[config.mk]
export PLATFORM = sky130hd
export DESIGN_NAME = ftoi_converter_pipe_flat
export DESIGN_NICKNAME = d
export VERILOG_FILES = /design/src/rtl/ftoi_converter_pipe_if.sv /design/src/rtl/ftoi_converter_pipe.sv /design/src/flat_wrapper.sv
export SDC_FILE = /design/constraint.sdc
export NUM_CORES = 1
export LEC_CHECK = 0
export ABC_AREA = 1
export CORE_MARGIN = 2
export CORE_UTILIZATION = 50
export CTS_CLUSTER_SIZE = 40
export DETAILED_ROUTE_END_ITERATION = 12
export PLACE_DENSITY_LB_ADDON = 0.1
export SKIP_LAST_GASP = 1
export SLEW_MARGIN = 20
export SYNTH_ARGS = -nofsm -noshare
export SYNTH_HDL_FRONTEND = slang
export SYNTH_SLANG_ARGS = --single-unit
export TNS_END_PERCENT = 1
[constraint.sdc]
create_clock -name clk -period 4.5 [get_ports clk]
set_clock_uncertainty 0.1 [all_clocks]
set_input_delay 0.45 -clock clk [delete_from_list [all_inputs] [get_ports clk]]
set_output_delay 0.45 -clock clk [all_outputs]
set_load 0.02 [all_outputs]
[src/rtl/ftoi_converter_pipe_if.sv]
`default_nettype none
// ============================================================================
// Module      : ftoi_converter_pipe_if
// Description : Operand/result bundle for the pipelined float-to-integer
//               converter. It carries the upstream valid/ready handshake,
//               the unpacked operand, the downstream valid/ready handshake,
//               the pipeline flush and the integer result with its flags.
// Revision    : 1.0 - initial release
// ----------------------------------------------------------------------------
// Modports
//   slave  : converter side (takes operands, produces results)
//   master : environment side (supplies operands, consumes results)
// Signals
//   flush                      pipeline kill
//   valid_in / ready_out       operand handshake
//   valid_out / ready_in       result handshake
//   op, rm                     operation and rounding mode
//   man_a, exp_a               mantissa (with hidden bit), biased exponent
//   sgn_a, zero_a, inf_a,
//   sNaN_a, qNaN_a             sign and class flags
//   frac_bits                  fixed-point scale (FTOI_FIXED_POINT_EN only)
//   int_out, IV, IE            result, invalid flag, inexact flag
// Optional feature macro: FTOI_FIXED_POINT_EN
// ============================================================================
interface ftoi_converter_pipe_if #(
    parameter int EXP_W = 8,
    parameter int MAN_W = 23,
    parameter int INT_W = 32
);
    logic                     flush;
    logic                     valid_in;
    logic                     ready_out;
    logic                     valid_out;
    logic                     ready_in;
    logic [4:0]               op;
    logic [2:0]               rm;
    logic [MAN_W:0]           man_a;
    logic [EXP_W-1:0]         exp_a;
    logic                     sgn_a;
    logic                     zero_a;
    logic                     inf_a;
    logic                     sNaN_a;
    logic                     qNaN_a;
`ifdef FTOI_FIXED_POINT_EN
    logic [$clog2(INT_W)-1:0] frac_bits;
`endif
    logic [INT_W-1:0]         int_out;
    logic                     IV;
    logic                     IE;

    modport slave (
`ifdef FTOI_FIXED_POINT_EN
        input  frac_bits,
`endif
        input  flush, valid_in, ready_in, op, rm, man_a, exp_a,
        input  sgn_a, zero_a, inf_a, sNaN_a, qNaN_a,
        output ready_out, valid_out, int_out, IV, IE
    );

    modport master (
`ifdef FTOI_FIXED_POINT_EN
        output frac_bits,
`endif
        output flush, valid_in, ready_in, op, rm, man_a, exp_a,
        output sgn_a, zero_a, inf_a, sNaN_a, qNaN_a,
        input  ready_out, valid_out, int_out, IV, IE
    );
endinterface
`default_nettype wire

[src/rtl/ftoi_converter_pipe.sv]
`default_nettype none
// ============================================================================
// Module      : ftoi_converter_pipe
// Description : Two-stage pipelined float-to-integer converter (FCVT.W/WU
//               style) with per-stage valid/ready backpressure.
//               S1 classifies the operand and aligns it into an integer part
//               M plus round (R) and sticky (S) bits.
//               S2 applies the rounding increment, checks the rounded
//               magnitude against the target range and saturates.
// Revision    : 1.0 - initial release
// ----------------------------------------------------------------------------
// Ports
//   clk    : clock
//   reset  : synchronous active-high reset
//   bus    : ftoi_converter_pipe_if.slave (handshakes, operand, result, flush)
// Parameters
//   EXP_W  : exponent width (bias = 2^(EXP_W-1)-1)
//   MAN_W  : stored fraction width (man_a is MAN_W+1 bits with hidden bit)
//   INT_W  : result width, 16..64
// Optional feature macro: FTOI_FIXED_POINT_EN
//   When defined the operand is scaled by 2^frac_bits before rounding.
// ============================================================================
module ftoi_converter_pipe #(
    parameter int EXP_W = 8,
    parameter int MAN_W = 23,
    parameter int INT_W = 32
) (
    input  wire logic           clk,
    input  wire logic           reset,
    ftoi_converter_pipe_if.slave bus
);

    // ------------------------------------------------------------------
    // Encodings
    // ------------------------------------------------------------------
    localparam logic [4:0] c_FPU_OP_CVTFI = 5'd24;
    localparam logic [4:0] c_FPU_OP_CVTFU = 5'd25;

    localparam logic [2:0] c_FPU_RM_RNE = 3'd0;
    localparam logic [2:0] c_FPU_RM_RTZ = 3'd1;
    localparam logic [2:0] c_FPU_RM_RDN = 3'd2;
    localparam logic [2:0] c_FPU_RM_RUP = 3'd3;
    localparam logic [2:0] c_FPU_RM_RMM = 3'd4;

    // ------------------------------------------------------------------
    // Derived sizes
    // ------------------------------------------------------------------
    localparam int FB_W = $clog2(INT_W);
`ifdef FTOI_FIXED_POINT_EN
    // Unbiased exponent must also hold the added scale without wrapping.
    localparam int E_W  = EXP_W + FB_W + 2;
`else
    localparam int E_W  = EXP_W + 2;
`endif
    // Alignment vector: INT_W+1 integer bits above MAN_W+1 fraction bits.
    localparam int V_W  = MAN_W + INT_W + 2;

    localparam logic        [E_W-1:0] c_BIAS  = E_W'((1 << (EXP_W - 1)) - 1);
    localparam logic        [E_W-1:0] c_ONE   = E_W'(1);
    localparam logic signed [E_W-1:0] c_E_OVF = E_W'(INT_W + 1);
    localparam logic signed [E_W-1:0] c_E_MIN = '1;   // -1

    // Magnitude limits on the rounded value (INT_W+1 bits).
    localparam logic [INT_W:0] c_LIM_SPOS = {2'b00, {(INT_W-1){1'b1}}};
    localparam logic [INT_W:0] c_LIM_SNEG = {2'b01, {(INT_W-1){1'b0}}};
    localparam logic [INT_W:0] c_LIM_UPOS = {1'b0, {INT_W{1'b1}}};

    // Saturation results.
    localparam logic [INT_W-1:0] c_SAT_SPOS = {1'b0, {(INT_W-1){1'b1}}};
    localparam logic [INT_W-1:0] c_SAT_SNEG = {1'b1, {(INT_W-1){1'b0}}};
    localparam logic [INT_W-1:0] c_SAT_UPOS = {INT_W{1'b1}};
    localparam logic [INT_W-1:0] c_SAT_UNEG = '0;

    // ------------------------------------------------------------------
    // Pipeline control
    // ------------------------------------------------------------------
    logic r1_valid;
    logic r2_valid;
    logic w_s2_adv;
    logic w_s1_adv;
    logic w_op_ok;
    logic w_accept;

    assign w_s2_adv = !r2_valid || bus.ready_in;
    assign w_s1_adv = !r1_valid || w_s2_adv;
    assign w_op_ok  = (bus.op == c_FPU_OP_CVTFI) || (bus.op == c_FPU_OP_CVTFU);
    assign w_accept = bus.valid_in && w_s1_adv && w_op_ok;

    assign bus.ready_out = w_s1_adv;

    // ------------------------------------------------------------------
    // S1: classify and align
    // ------------------------------------------------------------------
    logic signed [E_W-1:0]   w_e;
    logic        [E_W-1:0]   w_sh;
    logic        [V_W-1:0]   w_v;
    logic                    w_povf;
    logic                    w_tiny;
    logic        [INT_W:0]   w_m;
    logic                    w_r;
    logic                    w_s;

`ifdef FTOI_FIXED_POINT_EN
    // frac_bits only shifts the binary point, so it is folded into the
    // exponent here and travels down the pipe inside M/R/S.
    assign w_e = $signed({{(E_W-EXP_W){1'b0}}, bus.exp_a}
                       + {{(E_W-FB_W){1'b0}}, bus.frac_bits} - c_BIAS);
`else
    assign w_e = $signed({{(E_W-EXP_W){1'b0}}, bus.exp_a} - c_BIAS);
`endif

    assign w_povf = (w_e >= c_E_OVF);
    assign w_tiny = (w_e <  c_E_MIN);

    // Shift by e+1 places the mantissa so bit MAN_W is the first fraction
    // bit. Out-of-range shift amounts are overridden below, so wrap-around
    // of a negative e into a large unsigned shift is harmless.
    assign w_sh = w_e + c_ONE;
    assign w_v  = {{(INT_W+1){1'b0}}, bus.man_a} << w_sh;

    always_comb begin
        w_m = w_v[V_W-1 -: INT_W+1];
        w_r = w_v[MAN_W];
        w_s = |w_v[MAN_W-1:0];
        if (w_tiny) begin
            // |x| < 0.5: everything is sticky unless the operand is zero.
            w_m = '0;
            w_r = 1'b0;
            w_s = !bus.zero_a;
        end
    end

    logic [2:0]     r1_rm;
    logic           r1_sgn;
    logic           r1_uns;
    logic           r1_zero;
    logic           r1_inf;
    logic           r1_nan;
    logic           r1_povf;
    logic [INT_W:0] r1_m;
    logic           r1_r;
    logic           r1_s;

    always_ff @(posedge clk) begin
        if (reset || bus.flush) begin
            r1_valid <= 1'b0;
        end else if (w_s1_adv) begin
            r1_valid <= w_accept;
            if (w_accept) begin
                r1_rm   <= bus.rm;
                r1_sgn  <= bus.sgn_a;
                r1_uns  <= (bus.op == c_FPU_OP_CVTFU);
                r1_zero <= bus.zero_a;
                r1_inf  <= bus.inf_a;
                r1_nan  <= bus.sNaN_a || bus.qNaN_a;
                r1_povf <= w_povf;
                r1_m    <= w_m;
                r1_r    <= w_r;
                r1_s    <= w_s;
            end
        end
    end

    // ------------------------------------------------------------------
    // S2: round, range check, saturate
    // ------------------------------------------------------------------
    logic             w_inc;
    logic [INT_W+1:0] w_mr_ext;
    logic             w_carry;
    logic [INT_W:0]   w_mr;
    logic             w_in_range;
    logic             w_ovf;
    logic [INT_W-1:0] w_sat_pos;
    logic [INT_W-1:0] w_sat_neg;
    logic [INT_W-1:0] w_res;
    logic             w_iv;
    logic             w_ie;

    always_comb begin
        w_inc = 1'b0;
        case (r1_rm)
            c_FPU_RM_RNE: w_inc = r1_r & (r1_s | r1_m[0]);
            c_FPU_RM_RTZ: w_inc = 1'b0;
            c_FPU_RM_RDN: w_inc = r1_sgn & (r1_r | r1_s);
            c_FPU_RM_RUP: w_inc = !r1_sgn & (r1_r | r1_s);
            c_FPU_RM_RMM: w_inc = r1_r;
            default:      w_inc = 1'b0;
        endcase
    end

    // One extra bit catches M = all-ones rounding up, which would otherwise
    // wrap to zero and look in range.
    assign w_mr_ext = {1'b0, r1_m} + {{(INT_W+1){1'b0}}, w_inc};
    assign w_carry  = w_mr_ext[INT_W+1];
    assign w_mr     = w_mr_ext[INT_W:0];

    always_comb begin
        if (r1_uns) begin
            w_in_range = r1_sgn ? (w_mr == '0) : (w_mr <= c_LIM_UPOS);
        end else begin
            w_in_range = r1_sgn ? (w_mr <= c_LIM_SNEG) : (w_mr <= c_LIM_SPOS);
        end
    end

    assign w_ovf     = r1_povf || w_carry || !w_in_range;
    assign w_sat_pos = r1_uns ? c_SAT_UPOS : c_SAT_SPOS;
    assign w_sat_neg = r1_uns ? c_SAT_UNEG : c_SAT_SNEG;

    always_comb begin
        w_res = '0;
        w_iv  = 1'b0;
        w_ie  = 1'b0;
        if (r1_zero) begin
            w_res = '0;
        end else if (r1_nan || (r1_inf && !r1_sgn)) begin
            // NaN saturates positive regardless of its sign bit.
            w_res = w_sat_pos;
            w_iv  = 1'b1;
        end else if (r1_inf) begin
            w_res = w_sat_neg;
            w_iv  = 1'b1;
        end else if (w_ovf) begin
            w_res = r1_sgn ? w_sat_neg : w_sat_pos;
            w_iv  = 1'b1;
        end else begin
            // Unsigned negatives reaching here have Mr == 0, so no negate.
            w_res = (r1_sgn && !r1_uns) ? -w_mr[INT_W-1:0] : w_mr[INT_W-1:0];
            w_ie  = r1_r | r1_s;
        end
    end

    logic [INT_W-1:0] r2_int;
    logic             r2_iv;
    logic             r2_ie;

    always_ff @(posedge clk) begin
        if (reset || bus.flush) begin
            r2_valid <= 1'b0;
            r2_int   <= '0;
            r2_iv    <= 1'b0;
            r2_ie    <= 1'b0;
        end else if (w_s2_adv) begin
            r2_valid <= r1_valid;
            if (r1_valid) begin
                r2_int <= w_res;
                r2_iv  <= w_iv;
                r2_ie  <= w_ie;
            end else begin
                // A bubble clears the result so idle outputs read as zero.
                r2_int <= '0;
                r2_iv  <= 1'b0;
                r2_ie  <= 1'b0;
            end
        end
    end

    assign bus.valid_out = r2_valid;
    assign bus.int_out   = r2_int;
    assign bus.IV        = r2_iv;
    assign bus.IE        = r2_ie;

endmodule
`default_nettype wire
[src/flat_wrapper.sv]
// flat-port wrapper written by rule: the top's interface ports become plain ports
module ftoi_converter_pipe_flat 
#(
    parameter int EXP_W = 8,
    parameter int MAN_W = 23,
    parameter int INT_W = 32
)
  (clk, reset, bus_flush, bus_valid_in, bus_ready_in, bus_op, bus_rm, bus_man_a, bus_exp_a, bus_sgn_a, bus_zero_a, bus_inf_a, bus_sNaN_a, bus_qNaN_a, bus_ready_out, bus_valid_out, bus_int_out, bus_IV, bus_IE);
  ftoi_converter_pipe_if #(.EXP_W(EXP_W), .MAN_W(MAN_W), .INT_W(INT_W)) bus_i ();
  input  wire logic clk;
  input  wire logic reset;
  input wire logic [$bits(bus_i.flush)-1:0] bus_flush;
  input wire logic [$bits(bus_i.valid_in)-1:0] bus_valid_in;
  input wire logic [$bits(bus_i.ready_in)-1:0] bus_ready_in;
  input wire logic [$bits(bus_i.op)-1:0] bus_op;
  input wire logic [$bits(bus_i.rm)-1:0] bus_rm;
  input wire logic [$bits(bus_i.man_a)-1:0] bus_man_a;
  input wire logic [$bits(bus_i.exp_a)-1:0] bus_exp_a;
  input wire logic [$bits(bus_i.sgn_a)-1:0] bus_sgn_a;
  input wire logic [$bits(bus_i.zero_a)-1:0] bus_zero_a;
  input wire logic [$bits(bus_i.inf_a)-1:0] bus_inf_a;
  input wire logic [$bits(bus_i.sNaN_a)-1:0] bus_sNaN_a;
  input wire logic [$bits(bus_i.qNaN_a)-1:0] bus_qNaN_a;
  output wire logic [$bits(bus_i.ready_out)-1:0] bus_ready_out;
  output wire logic [$bits(bus_i.valid_out)-1:0] bus_valid_out;
  output wire logic [$bits(bus_i.int_out)-1:0] bus_int_out;
  output wire logic [$bits(bus_i.IV)-1:0] bus_IV;
  output wire logic [$bits(bus_i.IE)-1:0] bus_IE;
  assign bus_i.flush = bus_flush;
  assign bus_i.valid_in = bus_valid_in;
  assign bus_i.ready_in = bus_ready_in;
  assign bus_i.op = bus_op;
  assign bus_i.rm = bus_rm;
  assign bus_i.man_a = bus_man_a;
  assign bus_i.exp_a = bus_exp_a;
  assign bus_i.sgn_a = bus_sgn_a;
  assign bus_i.zero_a = bus_zero_a;
  assign bus_i.inf_a = bus_inf_a;
  assign bus_i.sNaN_a = bus_sNaN_a;
  assign bus_i.qNaN_a = bus_qNaN_a;
  assign bus_ready_out = bus_i.ready_out;
  assign bus_valid_out = bus_i.valid_out;
  assign bus_int_out = bus_i.int_out;
  assign bus_IV = bus_i.IV;
  assign bus_IE = bus_i.IE;
  ftoi_converter_pipe #(.EXP_W(EXP_W), .MAN_W(MAN_W), .INT_W(INT_W)) u_core (.clk(clk), .reset(reset), .bus(bus_i));
endmodule
======== After elaboration in Yosys (flattened, before gate mapping) ========
Index checks and enable logic that the tools add are counted.
operators by class
  divide/modulo/power cells ............... 0
  add/sub/neg operators ................... 4
  equal/unequal tests ..................... 5
  shift operators ......................... 1
  bitwise operators ....................... 6
  multiplexer cells ....................... 24
  reductions and logical operators ........ 22
  $lt $le $gt $ge ......................... 5
  $mul .................................... 0
operators by type and width
  operator                                                                              number
  32-bit 2-to-1 mux                                                                     9
  33-bit by 32-bit less-or-equal comparator with 1-bit output, second input constant    2
  24-bit by 10-bit << shifter with 57-bit output                                        1
  33-bit by 1-bit adder with 34-bit output                                              1
  33-bit by 31-bit less-or-equal comparator with 1-bit output, second input constant    1
  33-bit zero test                                                                      1
  32-bit negation                                                                       1
  23-bit OR reduction                                                                   1
  1-bit 2-to-1 mux                                                                      14
  10-bit by 1-bit adder with 10-bit output, second input constant                       1
  5-bit equality test, second input constant                                            2
  10-bit by 7-bit greater-or-equal comparator with 1-bit output, second input constant  1
  10-bit by 1-bit less-than comparator with 1-bit output, second input constant         1
  8-bit by 7-bit subtractor with 9-bit output, second input constant                    1
  1-bit logical OR                                                                      8
  3-bit by 2-bit equality test with 1-bit output, second input constant                 2
  1-bit zero test                                                                       6
  1-bit logical AND                                                                     4
  1-bit one-hot mux with 4 select lines                                                 1
  1-bit AND                                                                             3
  3-bit equality test, second input constant                                            1
  3-bit zero test                                                                       1
  3-bit AND reduction                                                                   1
  1-bit bitwise OR                                                                      2
  1-bit inverter                                                                        1
word-level totals
  output and inout bits ................... 36
  logic and storage cells ................. 82
  latch bits .............................. 0
  flip-flop bits (word level) ............. 80
  memory bits (read-only) ................. 0
  memories kept ........................... 0
  RAM bits ................................ 0
  input port bits ......................... 50

======== Logic depth before layout (Yosys ltp) ========
  word-level depth ........................ 14
  depth in mapped cells ................... 29
  gate-level depth less buffers ........... 27

======== Least setup slack after synthesis ========
Ideal clock, no wire load.
  path type ............................... input to register
  start point ............................. input bus_ready_in
  end point ............................... register u_core.r1_inf, enable pin
  slack ................................... 0.849 ns
  library setup time ...................... 0.445 ns
  path buffers ............................ 0
  data required time ...................... 3.955 ns
  data arrival time ....................... 3.105 ns
  stages on the path ...................... 4
  cell sequence ........................... nor2_1 > nand2_1 > or3b_2 > nor2_1
between the ends
  word-level cells in the longest chain between the ends .. 5
RTL lines
  item                                      RTL line                    source
  start, declared                           flat_wrapper.sv:14          input wire logic [$bits(bus_i.ready_in)-1:0] bus_ready_in;
  1-bit logical OR (*)                      ftoi_converter_pipe.sv:84   assign w_s2_adv = !r2_valid || bus.ready_in;
  1-bit logical OR (*)                      ftoi_converter_pipe.sv:85   assign w_s1_adv = !r1_valid || w_s2_adv;
  via bus_ready_out                         flat_wrapper.sv:24          output wire logic [$bits(bus_i.ready_out)-1:0] bus_ready_out;
  1-bit logical AND (2 in a row)            ftoi_converter_pipe.sv:87   assign w_accept = bus.valid_in && w_s1_adv && w_op_ok;
  3-bit AND reduction (no source line) (*)  --
  end signal, assigned                      ftoi_converter_pipe.sv:154  r1_inf <= bus.inf_a;
  end, declared                             ftoi_converter_pipe.sv:137  logic r1_inf;
The timed path passes the listed nets; every way through them passes the cells marked *.
A chain may end at the register's enable or synchronous reset.

======== Worst setup path after layout ========
  start point ............................. register u_core.r1_s
  end point ............................... register u_core.r2_int[11], in the netlist u_core.bus.int_out[11]
between the ends
  word-level cells in the longest chain between the ends .. 14
  elaborated cells on any way between the ends .. 24
  those cells by class .................... add/sub (2); order compare (3); mux (10); bitwise (5); reduce/logical (4)
RTL lines
  item                                                                                 RTL line                                                                            source
  start, declared                                                                      ftoi_converter_pipe.sv:142                                                          logic r1_s;
  start signal, assigned                                                               ftoi_converter_pipe.sv:159                                                          r1_s <= w_s;
  1-bit bitwise OR, on equally long branches                                           ftoi_converter_pipe.sv:184, ftoi_converter_pipe.sv:185, ftoi_converter_pipe.sv:182
  1-bit AND, on equally long branches                                                  ftoi_converter_pipe.sv:185, ftoi_converter_pipe.sv:182, ftoi_converter_pipe.sv:184
  1-bit one-hot mux with 4 select lines (*)                                            ftoi_converter_pipe.sv:181                                                          case (r1_rm)
  33-bit by 1-bit adder with 34-bit output (*)                                         ftoi_converter_pipe.sv:193                                                          assign w_mr_ext = {1'b0, r1_m} + {{(INT_W+1){1'b0}}, w_inc};
  33-bit by 31-bit less-or-equal comparator with 1-bit output (tied with other cells)  ftoi_converter_pipe.sv:201                                                          w_in_range = r1_sgn ? (w_mr <= c_LIM_SNEG) : (w_mr <= c_LIM_SPOS);
  1-bit 2-to-1 mux, on equally long branches                                           ftoi_converter_pipe.sv:201, ftoi_converter_pipe.sv:199
  1-bit 2-to-1 mux                                                                     ftoi_converter_pipe.sv:198                                                          if (r1_uns) begin
  1-bit zero test                                                                      ftoi_converter_pipe.sv:205                                                          assign w_ovf = r1_povf || w_carry || !w_in_range;
  1-bit logical OR                                                                     ftoi_converter_pipe.sv:205
  32-bit 2-to-1 mux (*)                                                                ftoi_converter_pipe.sv:222                                                          end else if (w_ovf) begin
  32-bit 2-to-1 mux (*)                                                                ftoi_converter_pipe.sv:219                                                          end else if (r1_inf) begin
  32-bit 2-to-1 mux (*)                                                                ftoi_converter_pipe.sv:215                                                          end else if (r1_nan || (r1_inf && !r1_sgn)) begin
  32-bit 2-to-1 mux (*)                                                                ftoi_converter_pipe.sv:213                                                          if (r1_zero) begin
  32-bit 2-to-1 mux (*)                                                                ftoi_converter_pipe.sv:244                                                          if (r1_valid) begin
  end signal, assigned                                                                 ftoi_converter_pipe.sv:245                                                          r2_int <= w_res;
  end, declared                                                                        ftoi_converter_pipe.sv:232                                                          logic [INT_W-1:0] r2_int;
Mark *: on every way between the ends. The rest lies on a longest branch, timed or not.

==> impl_results.md <==
* Hold Buf Count CTS at 0
* Met3 usage at 0.0496
* Period utilization at 0.922
* Drt pass-1 iters at 6
* Total Power at 2.08 mW
* Distinct cells, synth at 49
* Final hold slack at ~360 ps
* Main synth FF type: edfxtp_1
* Flop2flop setup slack at 350 ps
* Total gr overflow at 0
* Layout cell share with drive strength beyond 1 at 0.0752
* Ports at 86
* Slew Viols, Final at 0
* Worst-Skew Late Latency at roughly 350 ps
* Grt met1 use at 0.462
* Count leader, synth: nand2_1
* Layout Nets at approximately 1500
* PwrDens at approximately 210 nW/um^2
* Clock transition at path regs at 70 ps
* Rel. slew slack at 0.381
* Row cnt at 46
* HPWL after DPL at about 22000 microns
* Port bufs at 85
* Worst Setup Path Type: flip-flop to flip-flop
* Final Wtd Congestion at roughly 1.1
* Die area at between 15000 and 20000 sq um
* Drt total wl at between 20000 and 30000 microns
* Register-to-Register Path Depth at 24
* Maximum clock frequency at 0.241 GHz
* GR Layer Usage met2 at 0.490
* Launch point of the worst reg-to-reg path: u_core.r1_s
* Critical path launch point: u_core.r1_s
* Critical Path AT at about 4300 ps
* EDFF count, synth at 44
* Hold Startpoint: u_core.bus.int_out[20]
* Die span in x at around 130 microns
* Vias after detailed routing at ~9700
* Fillcell total at 1654
* Core area at roughly 16000 sq um
* Synth top area cells: nand2_1 19%, edfxtp_1 16%, nand3_1 15%, dfxtp_1 8.7%, nand4_1 7.0%
* Die height at ~130 microns
* Startpoint types: flip-flop
* Actual slew at the worst max-slew pin at 928 ps
* Worst EP required at approximately 4600 ps
* Leading area contributor after synthesis: nand2_1
* Syn Inst Count at 1392
* Maximum vdd drop at ~0.00020 V
* Top post-synthesis cells by count: 428 x nand2_1, 239 x nand3_1, 138 x inv_1
* Gr usage total at 0.321
* Vias per cell at approximately 5.8
* Setup_tns at 0 ps
* Worst-path fanout max at 32
* Synth-to-Final Area Change at 17.5%
* Mapped Area at 8240 sq um
* CTS tree: done
* Ys async rst share at 0
* Root Buffer: clkbuf_16
* GRT busiest layer: met2
* Synth top area share at 0.195
* Initial DRC Count at about 1300
* CTS Buffer Depth at 2
* Final ANT Viol Nets at 0
* Run status: complete, no violations
* Initial Utilization at 0.515
* Number of global-route vias before repair at around 8600
* Largest net degree at the start of global routing at 45
* First-pass GRT wire length at about 46000 microns
* Unrepaired setup endpoints after global routing: no
* Routed WL per cell at roughly 17 microns
* Hold Vio Cnt, Final at 0
* Yosys reg bits at 80
* Min cycle time layout at just over 4000 ps
* Placed insts at approximately 1700
* Utilization after layout at 0.605
* H-Tree Depth at 3
* Post-Syn Nets at approximately 1500
* Syn avg cell area at just under 6 sq um
* Worst Setup EP: u_core.bus.int_out[11]
* Clock Sinks at 80
* Fin cells at ~1700
* Setup Viol. Count Final at 0
* Antenna Cells at 0
* R2r endpoint: u_core.bus.int_out[11]
* Pleak at 4.42 nW
* Max-capacitance violation count at 0
* Seq/Total Area, Yosys at 0.248
* Synth warnings at 0
* TritonCTS Buffers at 9
* Initial antenna violation count at 1
* # DRC at 0
* Hold Path Class: flip-flop to flip-flop
* CP endpoint kind: flip-flop
[flip-flops by register name, indices dropped and copies added (netlist names)]
register,flops
u_core.r1_m,33
u_core.bus.int_out,32
u_core.r1_rm,3
u_core.bus.IE,1
u_core.bus.IV,1
u_core.bus.valid_out,1
u_core.r1_inf,1
u_core.r1_nan,1
u_core.r1_povf,1
u_core.r1_r,1
u_core.r1_s,1
u_core.r1_sgn,1
u_core.r1_uns,1
u_core.r1_valid,1
u_core.r1_zero,1
[cell families (layout without fill, tap and decap cells)]
logic type	after synthesis	in the layout	share of synthesized area
xor+xnor	33	33	0.0351
simple gates	955	956	0.528
buf+inv	212	281	0.102
flops	80	80	0.248
fa+ha+maj	8	8	0.0121
compound gates	104	104	0.0742
[worst min-delay path by stage]
| stage | to | cells past startpoint |
|---|---|---|
| 3_3_place_gp | u_core.bus.int_out[20] | 2 |
| 4_1_cts | u_core.bus.int_out[25] | 2 |
| 5_1_grt | u_core.bus.int_out[0] | 2 |
| 6_report | u_core.bus.int_out[20] | 2 |
| 3_5_place_dp | u_core.bus.int_out[25] | 2 |
| 2_1_floorplan | u_core.bus.valid_out | 2 |
[where the power goes]
part           total [mW]  internal [mW]  switching, mW  leakage [nW]
Combinational       0.577          0.185          0.392          3.66
Sequential          0.774          0.771        0.00305         0.618
Clock               0.725          0.385          0.339         0.139
Total                2.08           1.34          0.734          4.42
[layer usage]
layer,up-vias,wire [microns]
met5,-,16
met4,2,954
met3,72,2350
met2,498,12200
met1,4351,12700
li1,4784,-
[per-stage QoR]
step           setup slack (ps)  area (sq um)
2_1_floorplan               849          8240
3_3_place_gp                153          9330
3_5_place_dp               95.9          9330
4_1_cts                    66.4          9620
5_1_grt                    20.2          9680
6_report                    352          9680
[critical path: stages (launching register included)]
cell	delay [ps]
edfxtp_1	440
or2_2	340
a31oi_1	210
a221oi_2	60
ha_2	230
ha_1	230
nand3_2	160
inv_2	110
nand3b_2	130
nand2_1	60
nand2_1	200
inv_1	130
nor2_1	250
nand3_2	150
nor2_4	160
nand3_2	100
clkinv_1	70
nand3_2	70
nand4_4	100
buf_6	230
nand4_1	120
nand3_1	120
nand2_1	80
nand2_1	80
a21oi_1	60
[final cells by class]
type	count	area, sq um	share of cell area
Sequential cell	80	2040	0.211
Clock inverter	7	60.1	0.00620
Clock buffer	9	225	0.0233
Inverter	146	548	0.0566
Multi-Input combinational cell	1101	5420	0.560
Tap cell	216	270	0.0279
Timing Repair Buffer	119	1120	0.115
[layout by cell type (no fill, tap or decap), types with 3 or more instances in the layout]
cell | netlist | final
nor3_1 | 9 | 9
inv_2 | 5 | 5
nand3_1 | 239 | 239
xor2_1 | 26 | 24
a21oi_1 | 47 | 46
ha_1 | 8 | 7
dfxtp_1 | 36 | 36
o31ai_1 | 3 | 3
o21ai_0 | 20 | 20
a22o_1 | 3 | 3
a31oi_1 | 4 | 4
inv_1 | 138 | 138
buf_4 | 2 | 32
clkbuf_16 | 0 | 9
xnor2_1 | 7 | 7
o22ai_1 | 5 | 5
nand2_1 | 428 | 427
o21ai_1 | 3 | 3
or2_2 | 7 | 7
edfxtp_1 | 44 | 44
nor2_2 | 12 | 13
o21bai_1 | 4 | 4
nand4_1 | 92 | 92
clkinv_1 | 3 | 3
nand3b_1 | 3 | 3
inv_6 | 0 | 3
nand3_2 | 7 | 7
nor2_4 | 4 | 5
o221ai_1 | 5 | 5
nand2_2 | 8 | 9
nor2_1 | 134 | 132
o21a_1 | 3 | 3
clkdlybuf4s50_1 | 0 | 85
[what timing repair did]
item,4_1_cts,5_1_grt
setup buffers,0,2
gates resized for setup,0,8
setup endpoints to repair,0,34
Note: power is estimated with default switching activity, not from simulation.
